==> src/rtl/branch_predict_fetch_pkg.sv <==
// Shared constants and BHT counter encodings for the fetch-side branch predictor.
// Used by branch_predict_fetch and bpu_btb.
package branch_predict_fetch_pkg;

    localparam int WORD = 32;
    localparam logic [WORD-1:0] DEFAULT_RESET_PC = 32'h1c000000;

    typedef enum logic [1:0] {
        SNT = 2'b00,
        WNT = 2'b01,
        WT  = 2'b10,
        ST  = 2'b11
    } bht_state_t;

    // Saturating 2-bit counter step toward the resolved direction.
    function automatic logic [1:0] bht_next(input logic [1:0] cnt, input logic taken);
        if (taken) begin
            return (cnt == ST) ? cnt : cnt + 2'd1;
        end
        return (cnt == SNT) ? cnt : cnt - 2'd1;
    endfunction

endpackage

==> src/rtl/branch_predict_fetch_btb.sv <==
// bpu_btb: direct-mapped branch target buffer with a combinational read port,
// a synchronous write port and synchronously reset valid bits.
module bpu_btb
    import branch_predict_fetch_pkg::*;
#(
    parameter int ENTRIES = 16,
    parameter int TAG_W   = 8,
    localparam int IDX_W  = $clog2(ENTRIES)
) (
    input  logic              clk,
    input  logic              rst,
    input  logic [IDX_W-1:0]  rd_idx,
    input  logic [TAG_W-1:0]  rd_tag,
    output logic              hit,
    output logic [WORD-1:0]   rd_target,
    input  logic              wr_en,
    input  logic [IDX_W-1:0]  wr_idx,
    input  logic [TAG_W-1:0]  wr_tag,
    input  logic [WORD-1:0]   wr_target
);

    logic [ENTRIES-1:0] valid;
    logic [TAG_W-1:0]   tags    [ENTRIES];
    logic [WORD-1:0]    targets [ENTRIES];

    always_ff @(posedge clk) begin
        if (rst) begin
            valid <= '0;
        end else if (wr_en) begin
            valid[wr_idx] <= 1'b1;
        end
    end

    // Tag/target storage carries no reset; a write coinciding with reset is dropped.
    always_ff @(posedge clk) begin
        if (wr_en && !rst) begin
            tags[wr_idx]    <= wr_tag;
            targets[wr_idx] <= wr_target;
        end
    end

    assign hit       = valid[rd_idx] && (tags[rd_idx] == rd_tag);
    assign rd_target = targets[rd_idx];

endmodule

==> src/rtl/branch_predict_fetch.sv <==
// Fetch PC register with a 2-bit-counter BHT and direct-mapped BTB trained from EX.
// Define BPU_GSHARE_EN to XOR a non-speculative global history into the BHT index.
module branch_predict_fetch
    import branch_predict_fetch_pkg::*;
#(
    parameter logic [31:0] RESET_PC    = DEFAULT_RESET_PC,
    parameter int          BHT_ENTRIES = 64,
    parameter int          BTB_ENTRIES = 16,
    parameter int          TAG_W       = 8
) (
    input  logic        clk,
    input  logic        rst,
    input  logic        stall,
    input  logic        EX_Branch_out,
    input  logic [31:0] EX_PC_out,
    input  logic        upd_valid,
    input  logic [31:0] upd_pc,
    input  logic        upd_taken,
    input  logic [31:0] upd_target,
    output logic [31:0] PC_IF,
    output logic        predict,
    output logic [31:0] pred_target
);

    localparam int BHT_IDX_W = $clog2(BHT_ENTRIES);
    localparam int BTB_IDX_W = $clog2(BTB_ENTRIES);
    localparam int TAG_LSB   = BTB_IDX_W + 2;

    logic [1:0]           bht [BHT_ENTRIES];
    logic [BHT_IDX_W-1:0] bht_rd_idx;
    logic [BHT_IDX_W-1:0] bht_wr_idx;
    logic                 btb_hit;
    logic [31:0]          btb_target;
    logic                 unused_upd_bits;

    assign unused_upd_bits = ^upd_pc;

`ifdef BPU_GSHARE_EN
    logic [BHT_IDX_W-1:0] ghr;

    // History is shifted on the same edge as the counter update, which reads the old value.
    always_ff @(posedge clk) begin
        if (rst) begin
            ghr <= '0;
        end else if (upd_valid) begin
            ghr <= {ghr[BHT_IDX_W-2:0], upd_taken};
        end
    end

    assign bht_rd_idx = PC_IF[BHT_IDX_W+1:2] ^ ghr;
    assign bht_wr_idx = upd_pc[BHT_IDX_W+1:2] ^ ghr;
`else
    assign bht_rd_idx = PC_IF[BHT_IDX_W+1:2];
    assign bht_wr_idx = upd_pc[BHT_IDX_W+1:2];
`endif

    bpu_btb #(
        .ENTRIES(BTB_ENTRIES),
        .TAG_W  (TAG_W)
    ) u_btb (
        .clk      (clk),
        .rst      (rst),
        .rd_idx   (PC_IF[BTB_IDX_W+1:2]),
        .rd_tag   (PC_IF[TAG_LSB+TAG_W-1:TAG_LSB]),
        .hit      (btb_hit),
        .rd_target(btb_target),
        .wr_en    (upd_valid && upd_taken),
        .wr_idx   (upd_pc[BTB_IDX_W+1:2]),
        .wr_tag   (upd_pc[TAG_LSB+TAG_W-1:TAG_LSB]),
        .wr_target(upd_target)
    );

    assign predict     = btb_hit && bht[bht_rd_idx][1];
    assign pred_target = predict ? btb_target : PC_IF + 32'd4;

    always_ff @(posedge clk) begin
        if (rst) begin
            for (int i = 0; i < BHT_ENTRIES; i++) begin
                bht[i] <= WNT;
            end
        end else if (upd_valid) begin
            bht[bht_wr_idx] <= bht_next(bht[bht_wr_idx], upd_taken);
        end
    end

    // A redirect from EX outranks a fetch stall.
    always_ff @(posedge clk) begin
        if (rst) begin
            PC_IF <= RESET_PC;
        end else if (EX_Branch_out) begin
            PC_IF <= EX_PC_out;
        end else if (!stall) begin
            PC_IF <= pred_target;
        end
    end

endmodule

==> config.mk <==
export PLATFORM = sky130hd
export DESIGN_NAME = branch_predict_fetch
export DESIGN_NICKNAME = d
export VERILOG_FILES = /design/src/rtl/branch_predict_fetch_pkg.sv /design/src/rtl/branch_predict_fetch_btb.sv /design/src/rtl/branch_predict_fetch.sv
export SDC_FILE = /design/constraint.sdc
export NUM_CORES = 1
export LEC_CHECK = 0
export BUFFER_PORTS_ARGS = -buffer_cell sky130_fd_sc_hd__buf_2
export CAP_MARGIN = 20
export CELL_PAD_IN_SITES_DETAIL_PLACEMENT = 1
export CELL_PAD_IN_SITES_GLOBAL_PLACEMENT = 2
export CORE_MARGIN = 5
export CORE_UTILIZATION = 45
export DETAILED_ROUTE_END_ITERATION = 16
export GPL_TIMING_DRIVEN = 0
export PLACE_DENSITY_LB_ADDON = 0.1
export SKIP_LAST_GASP = 1
export SLEW_MARGIN = 20
export SYNTH_ARGS = -nofsm -noshare
export SYNTH_HDL_FRONTEND = slang
export SYNTH_SLANG_ARGS = --single-unit
export TNS_END_PERCENT = 5
==> constraint.sdc <==
create_clock -name clk -period 11.8 [get_ports clk]
set_input_delay 2.36 -clock clk [delete_from_list [all_inputs] [get_ports clk]]
set_output_delay 2.36 -clock clk [all_outputs]
set_load 0.03 [all_outputs]
==> results of run 1 <==
power by group:
part | internal [mW] | switching (mW)
sequential | 3.22 | 0.0245
clock | 1.82 | 1.17
combinational | 0.196 | 0.347
sequential cells by signal (all words and copies together) (netlist names), named ones only:
| register | cells |
|---|---|
| u_btb.targets | 512 |
| u_btb.valid | 16 |
| u_btb.tags | 128 |
| PC_IF | 32 |
| bht | 128 |
cell families (layout without fill, tap and decap cells):
logic type      count (synthesis)  count (layout)  synth area share [%]
xor+xnor                       36              36                0.9174
compound gates                160             160                 3.284
fa+ha+maj                       3               3               0.09465
simple gates                  381             381                 5.213
buf+inv                       177             526                 2.253
mux                           315             315                 17.99
flops                         822             822                 70.24
routing by layer:
metal	track usage (%)	vias up
met4	6.993	4
met5	0	-
met3	5.163	170
li1	-	8244
met2	42.44	880
met1	37.41	10680
metrics by stage:
step	setup slack (ns)	utilization [%]
3_5_place_dp	4.442	49.39
4_1_cts	3.686	53.55
5_1_grt	3.677	53.55
6_report	3.844	53.55
3_3_place_gp	2.264	47.87
2_1_floorplan	6.034	-
final timing paths:
| check | startpoint | end | slack, ns | cells after the start |
|---|---|---|---|---|
| max | flip-flop | pred_target[5] | 3.84 | 12 |
| min reg2reg | u_btb.valid[10]$_SDFFE_PP0P_ | u_btb.valid[10]$_SDFFE_PP0P_ | 0.45 | 1 |
| max reg2reg | flip-flop | PC_IF[5]$_SDFFE_PP0N_ | 6.71 | 12 |
| min | u_btb.valid[10]$_SDFFE_PP0P_ | u_btb.valid[10]$_SDFFE_PP0P_ | 0.45 | 1 |
Yosys cell counts (14+ instances only):
master / instances / share of area [%]
mux4_2: 228 / 15
nor3_1: 56 / 0.82
edfxtp_1: 768 / 67
buf_2: 45 / 0.66
nand2_1: 110 / 1.2
a21oi_1: 17 / 0.25
a21o_1: 38 / 0.83
nor2_1: 85 / 0.93
dfxtp_1: 54 / 3.1
mux2_1: 14 / 0.46
clkbuf_1: 84 / 0.92
mux2i_1: 37 / 1.1
o32ai_1: 22 / 0.56
nand3_1: 78 / 1.1
xnor2_1: 35 / 0.89
o21ai_0: 46 / 0.67
inv_1: 37 / 0.40
mux2_2: 26 / 0.85
cell type report:
cell class / instances / area (µm²) / area share, %
plain buffers: 140 / 639.4 / 1.575
flip-flops and latches: 822 / 24140 / 59.46
clock buffers: 112 / 2450 / 6.033
repair buffers: 182 / 1722 / 4.240
multi-input cells: 895 / 9584 / 23.60
well taps: 978 / 1224 / 3.013
clock inverters: 55 / 705.7 / 1.738
inverters: 37 / 138.9 / 0.3420
critical path: stages, from the launching register on:
cell and delay [ns]:
dfxtp_1 0.31, buf_2 0.28, buf_2 0.42, buf_2 0.39
buf_2 0.33, clkbuf_1 0.65, clkbuf_1 0.64, mux4_2 0.42
mux2i_1 0.16, nor2_1 0.06, a21oi_1 0.53, mux2i_1 0.44
buf_2 0.30
==> run summary, run 1 <==
count of unique library cells instantiated by Yosys -> 63
min Tclk post-route -> 7.956 ns
Fin. Hold Viols -> 0
commonest non-fill, non-tap cell in the layout -> edfxtp_1
Power, Total -> 6.781 mW
setup bufs post-CTS -> 0
DR top layer -> met5
most frequent cells in the layout -> edfxtp_1, mux4_2, buf_2
Net Count, Synth -> 1997
Via Count -> 19980
max_cap viols -> 0
non-filler cells, final -> 3221
synthesized cell area -> 0.03437 mm²
CTS Sinks -> 822
initial antenna violation count -> 4
DP Cell Count -> 3054
total core area -> 0.07582 mm²
CTS tree -> built
GPL Wtd Cong -> 0.8261
post_cts resized -> 0
RSZ-0062 raised after global routing -> no
Final Skew -> 0.01683 ns
Worst-Margin Slew -> 1.209 ns
Tcrit/Tclk final -> 67.42%
final net count -> 2271
CP max FO -> 10
setup TNS -> 0 ns
wire length per cell -> 33.65 µm
Worst setup EP type -> output pin
Starting Density -> 45.33%
EDFF count, synth -> 768
CTS root buf -> clkbuf_16
Slew Limit Headroom -> 19.41%
grt total ovfl -> 0
layout cell share with drive strength beyond 1 -> 29.29%
IO Count -> 167
Slew Limit Fails -> 0
crit path kind -> reg2out
Cells after Synth -> 1894
ys flop type -> edfxtp_1
met3 wire len -> 7995 µm
Power Density -> 167.0 mW/mm²
Crit path required time -> 9.44 ns
Yosys warnings -> 0
input/output buffers -> 141
Ant. Diodes -> 0
ANT nets after route -> 0
Iter 0 DRT Violations -> 2019
Die H -> 286.4 µm
startpoint types -> flip-flop
drt pass-1 iters -> 6
CTS Hold Buffers Added -> 0
DRC errors left -> 0
Synth Area per Inst -> 18.15 µm²
Worst Hold Class -> reg2reg
Worst-Skew Late Latency -> 0.64 ns
CTS clk-pin slew, worst paths -> 0.06 ns
largest net degree at the start of global routing -> 23
placed inst area -> 0.03745 mm²
final setup fails -> 0
total CTS buffers -> 90
CP arrival -> 5.60 ns
ys async rst share -> 0%
CTS Buffer Depth -> 3
fmax -> 0.1257 GHz
Vias per Instance -> 6.203
metal2 WL -> 51400 µm
Routed Wire Length -> 108400 µm
Fillers -> 6986
global-route wire length before repair -> 154100 µm
Die ar. -> 0.08200 mm²
post-synthesis sequential area ratio -> 70.24%
fin area -> 0.04061 mm²
vias in the first global route -> 20950
Hold WS -> 0.4513 ns
Metal-1 WL -> 46090 µm
Synth-to-Final Area Change -> 18.14%
Clock H-tree levels -> 3
Leak Pwr -> 13.15 nW
post-synthesis sequential element count -> 822
GRT Util Overall -> 26.37%
status -> complete, no violations
Detail Placement HPWL -> 74980 µm
chip width -> 286.4 µm
Rows -> 101
VDD IR max -> 0.0001276 V
Power figures use the tool's default switching activity.
==> inputs of run 2 (changes only) <==
Settings changed: CORE_UTILIZATION 45 to 42.
Clock period 11.8 ns to 7.2 ns, I/O delays scaled along.
==> run summary, run 2 (synthesized netlist as in run 1, its figures left out) <==
status -> complete, no violations
Starting Density -> 42.13%
Routed Wire Length -> 110300 µm
post_cts resized -> 0
Final Core Density -> 49.71%
Iter 0 DRT Violations -> 1915
CTS Buffer Depth -> 3
IO Count -> 167
Die ar. -> 0.08765 mm²
final setup fails -> 0
fmax -> 0.1425 GHz
Worst-Margin Slew -> 1.156 ns
vias in the first global route -> 21040
crit path kind -> reg2out
biggest regs -> u_btb.targets: 512 flops, bht: 128 flops, u_btb.tags: 128 flops
DRC errors left -> 0
max_cap viols -> 0
Largest register FFs -> 512
Crit path max-delay family -> buffers and inverters
layout cell share with drive strength beyond 1 -> 29.19%
final net count -> 2275
ANT nets after route -> 0
total core area -> 0.08158 mm²
input/output buffers -> 141
Tcrit/Tclk final -> 97.45%
critical path's slowest cell -> a2111oi_1
Worst setup EP type -> output pin
CTS Sinks -> 822
fin area -> 0.04056 mm²
setup bufs post-CTS -> 0
initial antenna violation count -> 7
total CTS buffers -> 89
Slew Limit Fails -> 0
CTS clk-pin slew, worst paths -> 0.06 ns
min Tclk post-route -> 7.016 ns
grt total ovfl -> 0
Synth-to-Final Area Change -> 18.00%
non-filler cells, final -> 3317
GPL Wtd Cong -> 0.8199
Detail Placement HPWL -> 76780 µm
CP max FO -> 10
worst path cell trace -> buf_2 > clkbuf_1 > mux2i_1 > a2111oi_1 > o31ai_1 > nor4_1 > and3_1 > buf_4 > buf_4 > mux2i_1 > buf_2
Power Density -> 264.7 mW/mm²
global-route wire length before repair -> 156000 µm
VDD IR max -> 0.0001617 V
largest net degree at the start of global routing -> 23
Worst-Skew Late Latency -> 0.65 ns
Via Count -> 19910
Vias per Instance -> 6.002
CP arrival -> 5.58 ns
RSZ-0062 raised after global routing -> no
Final WS setup -> 0.1838 ns
commonest non-fill, non-tap cell in the layout -> edfxtp_1
Hold WS -> 0.4482 ns
Leak Pwr -> 13.06 nW
chip width -> 296.1 µm
WP buf/inv -> 5
Clock H-tree levels -> 3
slowest cell delay on critical path -> 0.94 ns
drt pass-1 iters -> 5
placed inst area -> 0.03767 mm²
CTS tree -> built
startpoint types -> flip-flop
Rows -> 105
Crit path required time -> 5.76 ns
Slew Limit Headroom -> 22.92%
Die H -> 296.1 µm
wire length per cell -> 33.24 µm
most frequent cells in the layout -> edfxtp_1, mux4_2, buf_2
CTS root buf -> clkbuf_16
Worst Hold Class -> reg2reg
Final Skew -> 0.02644 ns
DP Worst Slack -> 0.6571 ns
CTS Hold Buffers Added -> 0
GRT Util Overall -> 25.11%
Biggest register -> u_btb.targets
DP Cell Count -> 3151
Fin. Hold Viols -> 0
run 2: metal layers:
layer	global-route usage, %	vias up	share of wire [%]	wire length [µm]
li1	-	8234	-	-
met1	36.31	10710	43	47730
met2	40.39	805	47	52130
met3	4.171	158	7.0	7721
met4	6.318	2	2.4	2661
met5	0	-	0.014	15
run 2: through the flow:
stage                     total power, mW  setup TNS, ns
after global placement              6.283        -816.30
after CTS                           10.81              0
after global routing                11.07              0
after detailed placement            6.316              0
after floorplan                     5.928              0
final                               10.73              0
run 2: where the power goes:
part / internal, mW / total, mW / switching (mW) / leakage (nW)
clock network: 2.61 / 4.52 / 1.91 / 1.38
logic: 0.325 / 0.898 / 0.573 / 4.35
registers: 5.27 / 5.31 / 0.0413 / 7.32
run 2: worst paths after layout:
path         slack, ns                            to                    startpoint  depth (start not counted)
min               0.45  u_btb.valid[14]$_SDFFE_PP0P_  u_btb.valid[14]$_SDFFE_PP0P_                          1
max               0.18                pred_target[7]                     flip-flop                         11
min reg2reg       0.45  u_btb.valid[14]$_SDFFE_PP0P_  u_btb.valid[14]$_SDFFE_PP0P_                          1
max reg2reg       2.14                     flip-flop                     flip-flop                         11
run 2: cell type report:
class / instances / area [µm²]
diodes: 3 / 7.507
plain buffers: 139 / 635.6
clock buffers: 117 / 2446
clock inverters: 46 / 419.2
fillers: 7588 / 41030
inverters: 37 / 138.9
multi-input cells: 895 / 9584
flip-flops and latches: 822 / 24140
well taps: 1070 / 1339
repair buffers: 188 / 1843
